--- src/rtl/ctrl_pkg.sv ---
// Shared decode constants, E-stage control bundle and divide-sequencer state
// for the pipelined RV32 control unit.
package ctrl_pkg;

  localparam logic [6:0] OP_R      = 7'b0110011;
  localparam logic [6:0] OP_I      = 7'b0010011;
  localparam logic [6:0] OP_LOAD   = 7'b0000011;
  localparam logic [6:0] OP_STORE  = 7'b0100011;
  localparam logic [6:0] OP_BRANCH = 7'b1100011;
  localparam logic [6:0] OP_JAL    = 7'b1101111;
  localparam logic [6:0] OP_JALR   = 7'b1100111;
  localparam logic [6:0] OP_LUI    = 7'b0110111;
  localparam logic [6:0] OP_AUIPC  = 7'b0010111;

  localparam logic [6:0] F7_BASE = 7'b0000000;
  localparam logic [6:0] F7_ALT  = 7'b0100000;
  localparam logic [6:0] F7_MUL  = 7'b0000001;

  localparam logic [3:0] ALU_ADD = 4'b0000;
  localparam logic [3:0] ALU_SUB = 4'b0001;
  localparam logic [3:0] ALU_AND = 4'b0010;
  localparam logic [3:0] ALU_OR  = 4'b0011;
  localparam logic [3:0] ALU_XOR = 4'b0100;
  localparam logic [3:0] ALU_SLT = 4'b0101;
  localparam logic [3:0] ALU_SLL = 4'b0110;
  localparam logic [3:0] ALU_SR  = 4'b0111;

  localparam logic [2:0] IMM_I = 3'b000;
  localparam logic [2:0] IMM_S = 3'b001;
  localparam logic [2:0] IMM_B = 3'b010;
  localparam logic [2:0] IMM_J = 3'b011;
  localparam logic [2:0] IMM_U = 3'b100;

  typedef struct packed {
    logic       reg_write;
    logic [1:0] result_src;
    logic       mem_write;
    logic       alu_src;
    logic [2:0] branch;
    logic       jump;
    logic [2:0] r_size;
    logic [2:0] dmem_size;
    logic [3:0] alu;
    logic       illegal;
  } ctrl_bundle_t;

  typedef enum logic {
    SEQ_IDLE = 1'b0,
    SEQ_BUSY = 1'b1
  } seq_state_t;

  // The 3-bit datapath code space folds SLTU into SLT and SRA into SR.
  function automatic logic [3:0] alu_base(input logic [2:0] f3, input logic alt);
    logic [3:0] code;
    code = ALU_ADD;
    unique case (f3)
      3'b000:  code = alt ? ALU_SUB : ALU_ADD;
      3'b001:  code = ALU_SLL;
      3'b010:  code = ALU_SLT;
      3'b011:  code = ALU_SLT;
      3'b100:  code = ALU_XOR;
      3'b101:  code = ALU_SR;
      3'b110:  code = ALU_OR;
      default: code = ALU_AND;
    endcase
    return code;
  endfunction

endpackage

--- src/rtl/div_sequencer.sv ---
// Multi-cycle divide sequencer: holds E busy for DIV_CYCLES-1 cycles after a
// divide is loaded; flush or reset abort back to idle.
module div_sequencer
  import ctrl_pkg::*;
#(
  parameter int DIV_CYCLES = 33
) (
  input  logic clk,
  input  logic rst,
  input  logic i_start,
  input  logic i_flush,
  output logic o_busy
);

  localparam int CNT_W = $clog2(DIV_CYCLES) + 1;
  localparam logic [CNT_W-1:0] CNT_LOAD = CNT_W'(DIV_CYCLES - 1);
  localparam logic [CNT_W-1:0] CNT_ONE  = CNT_W'(1);

  generate
    if (DIV_CYCLES < 2) begin : g_bad_cycles
      $error("div_sequencer: DIV_CYCLES must be at least 2");
    end
  endgenerate

  seq_state_t       r_state;
  logic [CNT_W-1:0] r_cnt;

  always_ff @(posedge clk) begin
    if (rst || i_flush) begin
      r_state <= SEQ_IDLE;
      r_cnt   <= '0;
    end else begin
      unique case (r_state)
        SEQ_IDLE: begin
          if (i_start) begin
            r_state <= SEQ_BUSY;
            r_cnt   <= CNT_LOAD;
          end
        end
        SEQ_BUSY: begin
          r_cnt <= r_cnt - CNT_ONE;
          if (r_cnt == CNT_ONE) r_state <= SEQ_IDLE;
        end
        default: begin
          r_state <= SEQ_IDLE;
          r_cnt   <= '0;
        end
      endcase
    end
  end

  assign o_busy = (r_state == SEQ_BUSY);

endmodule

--- src/rtl/control_unit_pipe.sv ---
// RV32 decode-to-execute control unit with registered D/E control bundle.
// Define RV32M_EN to decode the M extension and enable the divide sequencer.
module control_unit_pipe
  import ctrl_pkg::*;
#(
  parameter int ALU_CTRL_W = 4,
  parameter int DIV_CYCLES = 33
) (
  input  logic                  clk,
  input  logic                  rst,
  input  logic [31:0]           InstrD,
  input  logic                  FlushE,
  output logic [2:0]            ImmSrcD,
  output logic                  RegWriteE,
  output logic [1:0]            ResultSrcE,
  output logic                  MemWriteE,
  output logic                  ALUsrcE,
  output logic [2:0]            BranchE,
  output logic                  JumpE,
  output logic [2:0]            R_sizeE,
  output logic [2:0]            DMem_sizeE,
  output logic [ALU_CTRL_W-1:0] ALUControlE,
  output logic                  IllegalE,
  output logic                  DivStall
);

  localparam int ALU_KEEP = (ALU_CTRL_W < 4) ? ALU_CTRL_W : 4;

  generate
    if (ALU_CTRL_W < 3) begin : g_bad_alu_w
      $error("control_unit_pipe: ALU_CTRL_W must be at least 3");
    end
`ifdef RV32M_EN
    if (ALU_CTRL_W < 4) begin : g_bad_alu_w_m
      $error("control_unit_pipe: ALU_CTRL_W must be at least 4 with RV32M");
    end
`endif
  endgenerate

  logic [6:0]   w_opcode;
  logic [2:0]   w_f3;
  logic [6:0]   w_f7;
  logic         w_unused_bits;
  ctrl_bundle_t w_dec;
  logic [2:0]   w_imm_src;
  logic         w_is_div;
  logic         w_busy;
  ctrl_bundle_t r_e;

  assign w_opcode      = InstrD[6:0];
  assign w_f3          = InstrD[14:12];
  assign w_f7          = InstrD[31:25];
  assign w_unused_bits = ^{InstrD[24:15], InstrD[11:7]};

  always_comb begin
    w_dec     = '0;
    w_imm_src = IMM_I;
    w_is_div  = 1'b0;
    unique case (w_opcode)
      OP_R: begin
        w_dec.reg_write = 1'b1;
        if (w_f7 == F7_BASE) begin
          w_dec.alu = alu_base(w_f3, 1'b0);
        end else if (w_f7 == F7_ALT && (w_f3 == 3'b000 || w_f3 == 3'b101)) begin
          w_dec.alu = alu_base(w_f3, 1'b1);
`ifdef RV32M_EN
        end else if (w_f7 == F7_MUL) begin
          w_dec.alu = {1'b1, w_f3};
          w_is_div  = w_f3[2];
`endif
        end else begin
          w_dec         = '0;
          w_dec.illegal = 1'b1;
        end
      end
      OP_I: begin
        w_dec.reg_write = 1'b1;
        w_dec.alu_src   = 1'b1;
        // Only the shift-right immediate carries an alternate-op bit in funct7.
        w_dec.alu       = alu_base(w_f3, (w_f3 == 3'b101) && w_f7[5]);
      end
      OP_LOAD: begin
        w_dec.reg_write  = 1'b1;
        w_dec.result_src = 2'b01;
        w_dec.alu_src    = 1'b1;
        w_dec.r_size     = w_f3;
        w_dec.dmem_size  = w_f3;
        w_dec.alu        = ALU_ADD;
      end
      OP_STORE: begin
        w_dec.mem_write = 1'b1;
        w_dec.alu_src   = 1'b1;
        w_dec.dmem_size = w_f3;
        w_dec.alu       = ALU_ADD;
        w_imm_src       = IMM_S;
      end
      OP_BRANCH: begin
        w_dec.alu = ALU_SUB;
        w_imm_src = IMM_B;
        unique case (w_f3)
          3'b000:  w_dec.branch = 3'b001;
          3'b001:  w_dec.branch = 3'b010;
          3'b100:  w_dec.branch = 3'b011;
          3'b101:  w_dec.branch = 3'b100;
          3'b110:  w_dec.branch = 3'b101;
          3'b111:  w_dec.branch = 3'b110;
          default: w_dec.branch = 3'b000;
        endcase
      end
      OP_JAL: begin
        w_dec.reg_write  = 1'b1;
        w_dec.result_src = 2'b10;
        w_dec.jump       = 1'b1;
        w_imm_src        = IMM_J;
      end
      OP_JALR: begin
        w_dec.reg_write  = 1'b1;
        w_dec.result_src = 2'b10;
        w_dec.jump       = 1'b1;
        w_dec.alu_src    = 1'b1;
        w_dec.alu        = ALU_ADD;
      end
      OP_LUI: begin
        w_dec.reg_write  = 1'b1;
        w_dec.result_src = 2'b11;
        w_imm_src        = IMM_U;
      end
      OP_AUIPC: begin
        w_dec.reg_write = 1'b1;
        w_dec.alu_src   = 1'b1;
        w_dec.alu       = ALU_ADD;
        w_imm_src       = IMM_U;
      end
      default: begin
        w_dec.illegal = 1'b1;
      end
    endcase
  end

  assign ImmSrcD = w_dec.illegal ? IMM_I : w_imm_src;

`ifdef RV32M_EN
  div_sequencer #(
    .DIV_CYCLES(DIV_CYCLES)
  ) u_div_seq (
    .clk     (clk),
    .rst     (rst),
    .i_start (w_is_div),
    .i_flush (FlushE),
    .o_busy  (w_busy)
  );
`else
  assign w_busy = 1'b0;
`endif

  always_ff @(posedge clk) begin
    if (rst) begin
      r_e <= '0;
    end else if (FlushE) begin
      r_e <= '0;
    end else if (!w_busy) begin
      r_e <= w_dec;
    end
  end

  // Write enables stay masked until the divide's final cycle in E.
  assign RegWriteE   = r_e.reg_write & ~w_busy;
  assign MemWriteE   = r_e.mem_write & ~w_busy;
  assign ResultSrcE  = r_e.result_src;
  assign ALUsrcE     = r_e.alu_src;
  assign BranchE     = r_e.branch;
  assign JumpE       = r_e.jump;
  assign R_sizeE     = r_e.r_size;
  assign DMem_sizeE  = r_e.dmem_size;
  assign ALUControlE = ALU_CTRL_W'(r_e.alu[ALU_KEEP-1:0]);
  assign IllegalE    = r_e.illegal;
  assign DivStall    = w_busy;

endmodule

--- config.mk ---
export PLATFORM = sky130hd
export DESIGN_NAME = control_unit_pipe
export DESIGN_NICKNAME = d
export VERILOG_FILES = /design/src/rtl/ctrl_pkg.sv /design/src/rtl/div_sequencer.sv /design/src/rtl/control_unit_pipe.sv
export SDC_FILE = /design/constraint.sdc
export NUM_CORES = 1
export LEC_CHECK = 0
export CORE_UTILIZATION = 30
export CTS_CLUSTER_SIZE = 16
export DETAILED_ROUTE_END_ITERATION = 8
export PLACE_DENSITY_LB_ADDON = 0.3
export SETUP_SLACK_MARGIN = 0.2
export SLEW_MARGIN = 10
export SYNTH_ARGS = -nofsm -noshare
export SYNTH_HDL_FRONTEND = slang
export SYNTH_HIERARCHICAL = 1
export SYNTH_SLANG_ARGS = --single-unit
--- constraint.sdc ---
create_clock -name clk -period 2.8 [get_ports clk]
set_input_delay 0.56 -clock clk [delete_from_list [all_inputs] [get_ports clk]]
set_output_delay 0.56 -clock clk [all_outputs]
set_load 0.02 [all_outputs]
# After elaboration in Yosys (flattened, before gate mapping)
# Cells that the tools add are included.
# Widths: inputs -> output; s select.
[op_classes] eq_ne=17 n_mux=23 reduce_logical=13
[ops] cell="$pmux 3 s6" count=4
[ops] cell="$mux 15" count=2
[ops] cell="$eq 7x6->1 const B" count=4
[ops] cell="$eq 7x7->1 const B" count=3
[ops] cell="$pmux 3 s2" count=3
[ops] cell="$eq 7x5->1 const B" count=2
[ops] cell="$eq 3x3->1 const B" count=4
[ops] cell="$pmux 3 s4" count=1
[ops] cell="$pmux 4 s3" count=1
[ops] cell="$pmux 1 s2" count=5
[ops] cell="$reduce_or 2->1" count=5
[ops] cell="$pmux 2 s4" count=1
[ops] cell="$reduce_or 8->1" count=1
[ops] cell="$eq 7x2->1 const B" count=1
[ops] cell="$logic_not 7->1" count=1
[ops] cell="$eq 3x2->1 const B" count=2
[ops] cell="$mux 3" count=2
[ops] cell="$reduce_or 6->1" count=1
[ops] cell="$reduce_or 5->1" count=1
[ops] cell="$mux 4" count=1
[ops] cell="$eq 3x1->1 const B" count=1
[ops] cell="$logic_not 3->1" count=1
[ops] cell="$mux 1" count=3
[ops] cell="$logic_and 1x1->1" count=2
[ops] cell="$logic_or 1x1->1" count=1
[totals] reg_bits=20 output_inout_bits=24 elab_cells=63

# Longest topological paths before layout
# Gate-level depths: netlist of the first run.
[logic_depth] word_depth=7 mapped_depth=5

# Worst setup path before layout of the first run
# No wires, ideal clock.
[synth_timing] path_type="input to output" start="input InstrD[2]" end="output ImmSrcD[0]" t_arrival_ps=1591 slack_ps=649 stages=3 n_path_buf=1 cell_sequence="clkbuf_1 or3_1 a21boi_0"
[synth_via] elab_chain_cells=4 word_cells_on_any_way=14 cone_classes="9 x eq/ne; 3 x mux; 2 x reduce/logical"
[synth_rtl] item="start: declaration" line="control_unit_pipe.sv:11" rtl="input logic [31:0] InstrD,"
[synth_rtl] item="$eq 7x5->1, or another cell as far along" line="control_unit_pipe.sv:59" rtl="unique case (w_opcode)"
[synth_rtl] item="$reduce_or 8->1 (no source line) or $reduce_or 2->1 (tied branches)"
[synth_rtl] item="$pmux 1 s2 or $pmux 3 s4 (tied branches)" line="control_unit_pipe.sv:59"
[synth_rtl] item="$mux 3 (*)" line="control_unit_pipe.sv:140" rtl="assign ImmSrcD = w_dec.illegal ? IMM_I : w_imm_src;"
[synth_rtl] item="end: declaration" line="control_unit_pipe.sv:13" rtl="output logic [2:0] ImmSrcD,"
# Mark *: on every way between the ends. The rest lies on a longest branch, timed or not.

# Worst setup path after layout of the first run
[layout_timing] start="input InstrD[3]" end="output ImmSrcD[2]"
# Same word-level chain as after synthesis.

==> results.cfg, run 1 <==
[place]
io_buffer_count = 41
post-dp-hpwl_microns = 1591
place_congestion = 0.7088

[drt]
dr.pass1.iters = 6
vias_per_cell = 5.006
totalWireLength_microns = 1994
drt.antenna.violating_nets = 0
vias = 871
drc = 4
drtIter0Drc = 18
wire_per_inst_microns = 11.46

[grt]
antenna_found_initial = 0
grt_max_degree = 13
gr-total-overflow = 0
grt_pass1_vias = 769
grt_pass1_wl_microns = 3208
grt_usage_pct = 12.53

[cells_and_area]
ff_latch_area_sq_um = 380.4
diodes = 0
areaGrowthSynthToFinish_pct = 54.22
multi_input_area_sq_um = 478.0
fill_cells = 281
fin_util_pct = 49.73
final_nets = 179
drive_gt1_share_pct = 13.99

[synthesis]
netlist-cell-type-count = 43
synth-adder-area-share_pct = 0
synth_edf_count = 0
postSynthAreaPerCell_sq_um = 9.138
netlist_instances = 99
synth-simple-area-share_pct = 33.06
synth_commonest_cells = dfxtp_1 (19), nor2_1 (10), and2_1 (7), clkbuf_1 (7)
ys.flop_type = dfxtp_1
syn_area_sq_um = 904.6
synth_compound_gate_area_share_pct = 13.97
yosys.area_share.xor_xnor_pct = 3.873
yosys-mux-area-fraction_pct = 1.107
ys_ff_latch = 19
synthTopCellsByArea = dfxtp_1 (42%), and2_1 (4.8%), nor2_1 (4.1%), a2111oi_2 (3.3%), clkbuf_1 (2.9%)
yosysMostFrequentCell = dfxtp_1
seq_area_frac_synth_pct = 42.05
synth_top_cell_area_share_pct = 42.05
yosys.area.top_type = dfxtp_1
ys_warn_count = 6
synth_top_family_by_area = simple AND/OR/NAND/NOR gates
async_reset_ff_share_pct = 0

[critical_path]
arrival_ps = 1880
path_delay_family = buffers and inverters
cpPeakStageDelay_ps = 420
critPathMaxFanout = 4
worstSetupEndpointType = output pin
crit_chain = clkdlybuf4s50_1, buf_4, and3b_1, and3_1, dlygate4sd2_1
required_ps = 2240
critPathKind = in -> out
slowest_stage = clkdlybuf4s50_1
start_kind = input pin
worst-path-buf-inv = 3

[hold_path]
hold_path_end = RegWriteE$_SDFF_PP0_
hold_depth = 3
worstHoldStart = InstrD[1]
hold_class = in -> reg

[cts]
clock-sinks = 19
cts_made_buffers = 3
h-tree-depth = 1
clock-root-buffer = clkbuf_4
cts_tree = done
postCtsSetupRepairBufs = 0
cts_buffer_depth = 2
clk_pin_slew_ps = 90

[timing]
final-setup-viol-count = 0
max_slew.worst_pin.slew_ps = 512.4
finalHoldViolCount = 0
drv_slew = 0
finalCritPeriodShare_pct = 87.29
fin_crit_ps = 2444
rsz0062_at_grt = no
max_freq_ghz = 0.4092
fin_tns_setup_ps = 0
fin_hold_ws_ps = 904.3
relSlewSlack_pct = 65.53

[floorplanning]
core_sq_mm = 0.002805
placementRows = 19
io_pins = 59
dieArea_sq_mm = 0.003239
initial_core_util_pct = 32.25
die_h_microns = 56.91
die_x_microns = 56.91

[job]
cap_viol_max_count = 0

[outcome]
failed_checks = design-rule violations
outcome = complete, but fails checks

[pwr]
p_leak_uw = 0.0005492
irDropWorstVdd_mv = 0.1678
power_density_mw_per_mm2 = 356.5
fin_total_pwr_uw = 497.3
## kinds of logic (layout without fill, tap and decap cells)
group | after synthesis | count (layout)
AOI/OAI and AO/OA | 16 | 16
xor gates and xnor gates | 4 | 4
buffers and inverters | 11 | 54
DFF | 19 | 19
muxes | 1 | 1
other | 1 | 2
and+or+nand+nor | 47 | 47
## routing by layer
layer | vias to the layer above | wire, microns | track usage (%) | part of all wire, %
met2 | 39 | 1048 | 21.51 | 53
li1 | 430 | - | - | -
met3 | 6 | 111 | 0.6912 | 5.6
met1 | 396 | 786 | 15.87 | 39
met5 | - | 0 | 0 | 0
met4 | 0 | 47 | 6.272 | 2.4
## sequential cells by signal (all words and copies together) (netlist names), 2 cells and up
| register | cells |
|---|---|
| ResultSrcE | 2 |
| DMem_sizeE | 3 |
| BranchE | 3 |
| R_sizeE | 3 |
| ALUControlE | 3 |
## where the power goes
| group | internal [uW] | switching, uW | total (uW) | leakage, uW |
|---|---|---|---|---|
| Sequential | 272 | 0.463 | 272 | 0.000153 |
| Clock | 53.2 | 79.6 | 133 | 0.0000177 |
| Combinational | 48.9 | 43.5 | 92.3 | 0.000378 |
## what timing repair did
item,CTS,global route
hold endpoints to repair,0,0
endpoints found under the setup margin,3,0
hold buffers,0,0
resized for setup,3,0
## final cells by class
| type | instances | area share, % |
|---|---|---|
| Inverter | 1 | 0.2691 |
| Tap cell | 31 | 2.780 |
| Timing Repair Buffer | 49 | 33.45 |
| Clock buffer | 3 | 1.614 |
| Multi-Input combinational cell | 70 | 34.26 |
| Sequential cell | 19 | 27.26 |
| Clock inverter | 1 | 0.3587 |
## how the worst max path moves through the flow
| stage | cells after the start | slack, ps | end | from |
|---|---|---|---|---|
| after floorplan | 3 | 650 | ImmSrcD[0] | InstrD[2] |
| after global placement | 5 | 100 | ImmSrcD[2] | InstrD[3] |
| after detailed placement | 5 | 80 | ImmSrcD[2] | InstrD[3] |
| after CTS | 5 | 350 | ImmSrcD[2] | InstrD[3] |
| after global routing | 4 | 290 | ImmSrcD[0] | InstrD[3] |
| final | 5 | 360 | ImmSrcD[2] | InstrD[3] |
## cell usage in the layout, fill, tap and decap left out, drive strengths merged, types with 4 or more instances in the layout
cell type	instances
nand2	4
nor2	10
buf	8
and2	7
clkdlybuf4s50	38
nor3	4
dfxtp	19
## through the flow
step / instances / setup WS (ps) / instance area [sq um]
floorplan: 100 / 648.7 / 908.4
global placement: 170 / 103.3 / 1371
detailed placement: 170 / 83.29 / 1371
CTS: 174 / 353.1 / 1395
global route: 174 / 290.0 / 1395
finish: 174 / 355.9 / 1395
No activity file was read; power rests on OpenSTA's default activity.
==> inputs of run 2 (changes only) <==
--- a/config.mk
+++ b/config.mk
@@ -5,11 +5,12 @@
 export SDC_FILE = /design/constraint.sdc
 export NUM_CORES = 1
 export LEC_CHECK = 0
+export ABC_AREA = 1
 export CORE_UTILIZATION = 30
 export CTS_CLUSTER_SIZE = 16
 export DETAILED_ROUTE_END_ITERATION = 8
 export PLACE_DENSITY_LB_ADDON = 0.3
-export SETUP_SLACK_MARGIN = 0.2
+export SKIP_CTS_REPAIR_TIMING = 1
 export SLEW_MARGIN = 10
 export SYNTH_ARGS = -nofsm -noshare
 export SYNTH_HDL_FRONTEND = slang
==> run 2 against run 1 <==
  * The flow still finishes with violations (design-rule violations)
  * Combinational power shrank 15%
  * Synthesized cell count rose by 39%
  * Routed wire length up 7.4%
  * Critical endpoint is now ImmSrcD[0]
==> results.cfg, run 2 <==
[job]
cap_viol_max_count = 0

[synthesis]
postSynthAreaPerCell_sq_um = 6.573
synth_commonest_cells = nand2_1 (38), nor2_1 (31), dfxtp_1 (19), inv_1 (15), nand3_1 (7)
ys_warn_count = 6
synth-simple-area-share_pct = 40.28
synth_top_cell_area_share_pct = 41.93
synth-adder-area-share_pct = 0
ys_ff_latch = 19
synth_top_family_by_area = simple AND/OR/NAND/NOR gates
synthTopCellsByArea = dfxtp_1 (42%), nand2_1 (16%), nor2_1 (13%), inv_1 (6.2%), nand3_1 (3.9%)
syn_area_sq_um = 907.1
synth_edf_count = 0
yosys.area_share.xor_xnor_pct = 0
yosys.area.top_type = dfxtp_1
netlist_instances = 138
ys.flop_type = dfxtp_1
synth_compound_gate_area_share_pct = 8.276
yosysMostFrequentCell = nand2_1
yosys-mux-area-fraction_pct = 0
netlist-cell-type-count = 19
seq_area_frac_synth_pct = 41.93
async_reset_ff_share_pct = 0

[outcome]
failed_checks = design-rule violations
outcome = complete, but fails checks

[critical_path]
start_kind = input pin
worstSetupEndpointType = output pin
critPathMaxFanout = 5
required_ps = 2240
worstSetupStartpoint = InstrD[4]
critPathKind = in -> out
arrival_ps = 2140

[floorplanning]
die_x_microns = 56.99
dieArea_sq_mm = 0.003248
die_h_microns = 56.99
core_sq_mm = 0.002805
initial_core_util_pct = 32.34
placementRows = 19
io_pins = 59

[drt]
drtIter0Drc = 23
vias = 946
vias_per_cell = 4.380
totalWireLength_microns = 2142
wire_per_inst_microns = 9.917
dr.pass1.iters = 6
drt.antenna.violating_nets = 0
drc = 8

[place]
io_buffer_count = 41
post-dp-hpwl_microns = 1797
place_congestion = 0.8196

[cts]
clock-root-buffer = clkbuf_4
clock-sinks = 19
clk_pin_slew_ps = 110
cts_made_buffers = 3
cts_buffer_depth = 2
cts_tree = done
h-tree-depth = 1

[grt]
grt_usage_pct = 13.68
gr-total-overflow = 0
antenna_found_initial = 0
grt_pass1_vias = 899
grt_max_degree = 12
grt_pass1_wl_microns = 3470

[cells_and_area]
layout_commonest_cell = clkdlybuf4s50_1
final_nets = 221
mostFrequentLayoutCells = clkdlybuf4s50_1 (39), nand2_1 (38), nor2_1 (31)
areaGrowthSynthToFinish_pct = 54.34
drive_gt1_share_pct = 11.89
diodes = 0

[pwr]
p_leak_uw = 0.0006784
irDropWorstVdd_mv = 0.1297
fin_total_pwr_uw = 483.9
power_density_mw_per_mm2 = 345.6

[timing]
fin_hold_ws_ps = 956.4
final-setup-viol-count = 0
max_freq_ghz = 0.3708
fin_tns_setup_ps = 0
finalCritPeriodShare_pct = 96.32
rsz0062_at_grt = no
fin_crit_ps = 2697
drv_slew = 0
finalHoldViolCount = 0

[hold_path]
worstHoldStart = FlushE
hold_class = in -> reg
run 2: changes by cell type after synthesis, moves of 3 or more:
cell	before	now
and3_1	3	0
clkbuf_1	7	0
inv_1	1	15
xnor2_1	3	0
and2_1	7	0
nand3_1	3	7
nand2_1	3	38
nor2_2	0	5
inv_2	0	3
nor2b_1	3	0
nor2_1	10	31
run 2: per-layer routing:
| metal | global-route usage (%) | routed length (microns) | share of wire (%) |
|---|---|---|---|
| met3 | 2.721 | 127 | 5.9 |
| met2 | 25.04 | 1058 | 49 |
| met5 | 0 | 0 | 0 |
| met1 | 15.17 | 928 | 43 |
| met4 | 6.272 | 27 | 1.3 |
run 2: stage by stage:
stage                     setup slack, ps  instance area, sq um  cells  utilization [%]
after floorplan                      1133                 910.9    139                -
after global placement              74.98                  1368    212            48.75
after detailed placement            79.81                  1368    212            48.75
after CTS                           68.57                  1395    216            49.73
after global routing                23.59                  1400    216            49.91
final                               103.0                  1400    216            49.91
run 2: layout make-up:
type,count,area (sq um)
clock buffers,3,22.52
clock inverters,1,5.005
fillers,298,1405
inverters,18,67.56
multi-input cells,100,447.9
flip-flops and latches,19,380.4
well taps,31,38.79
repair buffers,44,437.9
run 2: worst paths after layout:
path | cells after the start | slack (ps) | endpoint
setup / recovery | 7 | 100 | ImmSrcD[0]
hold / removal | 4 | 960 | BranchE[2]$_SDFF_PP0_
run 2: logic make-up after synthesis:
logic type | Yosys count
and+or+nand+nor | 86
buffers and inverters | 20
DFF | 19
AOI/OAI and AO/OA | 12
other | 1
run 2: worst max-delay path, cell delays in order:
cell	delay (ps)
clkdlybuf4s50_1	440
inv_1	110
nand2_1	90
nor2_2	150
nand2_2	100
nand2_1	80
clkdlybuf4s50_1	600
run 2: power by group:
| group | switching (uW) | leakage (uW) | total, uW | internal, uW |
|---|---|---|---|---|
| combinational | 40.8 | 0.000507 | 78.7 | 37.8 |
| sequential | 0.344 | 0.000153 | 272 | 272 |
| clock | 80.3 | 0.0000177 | 133 | 53.0 |
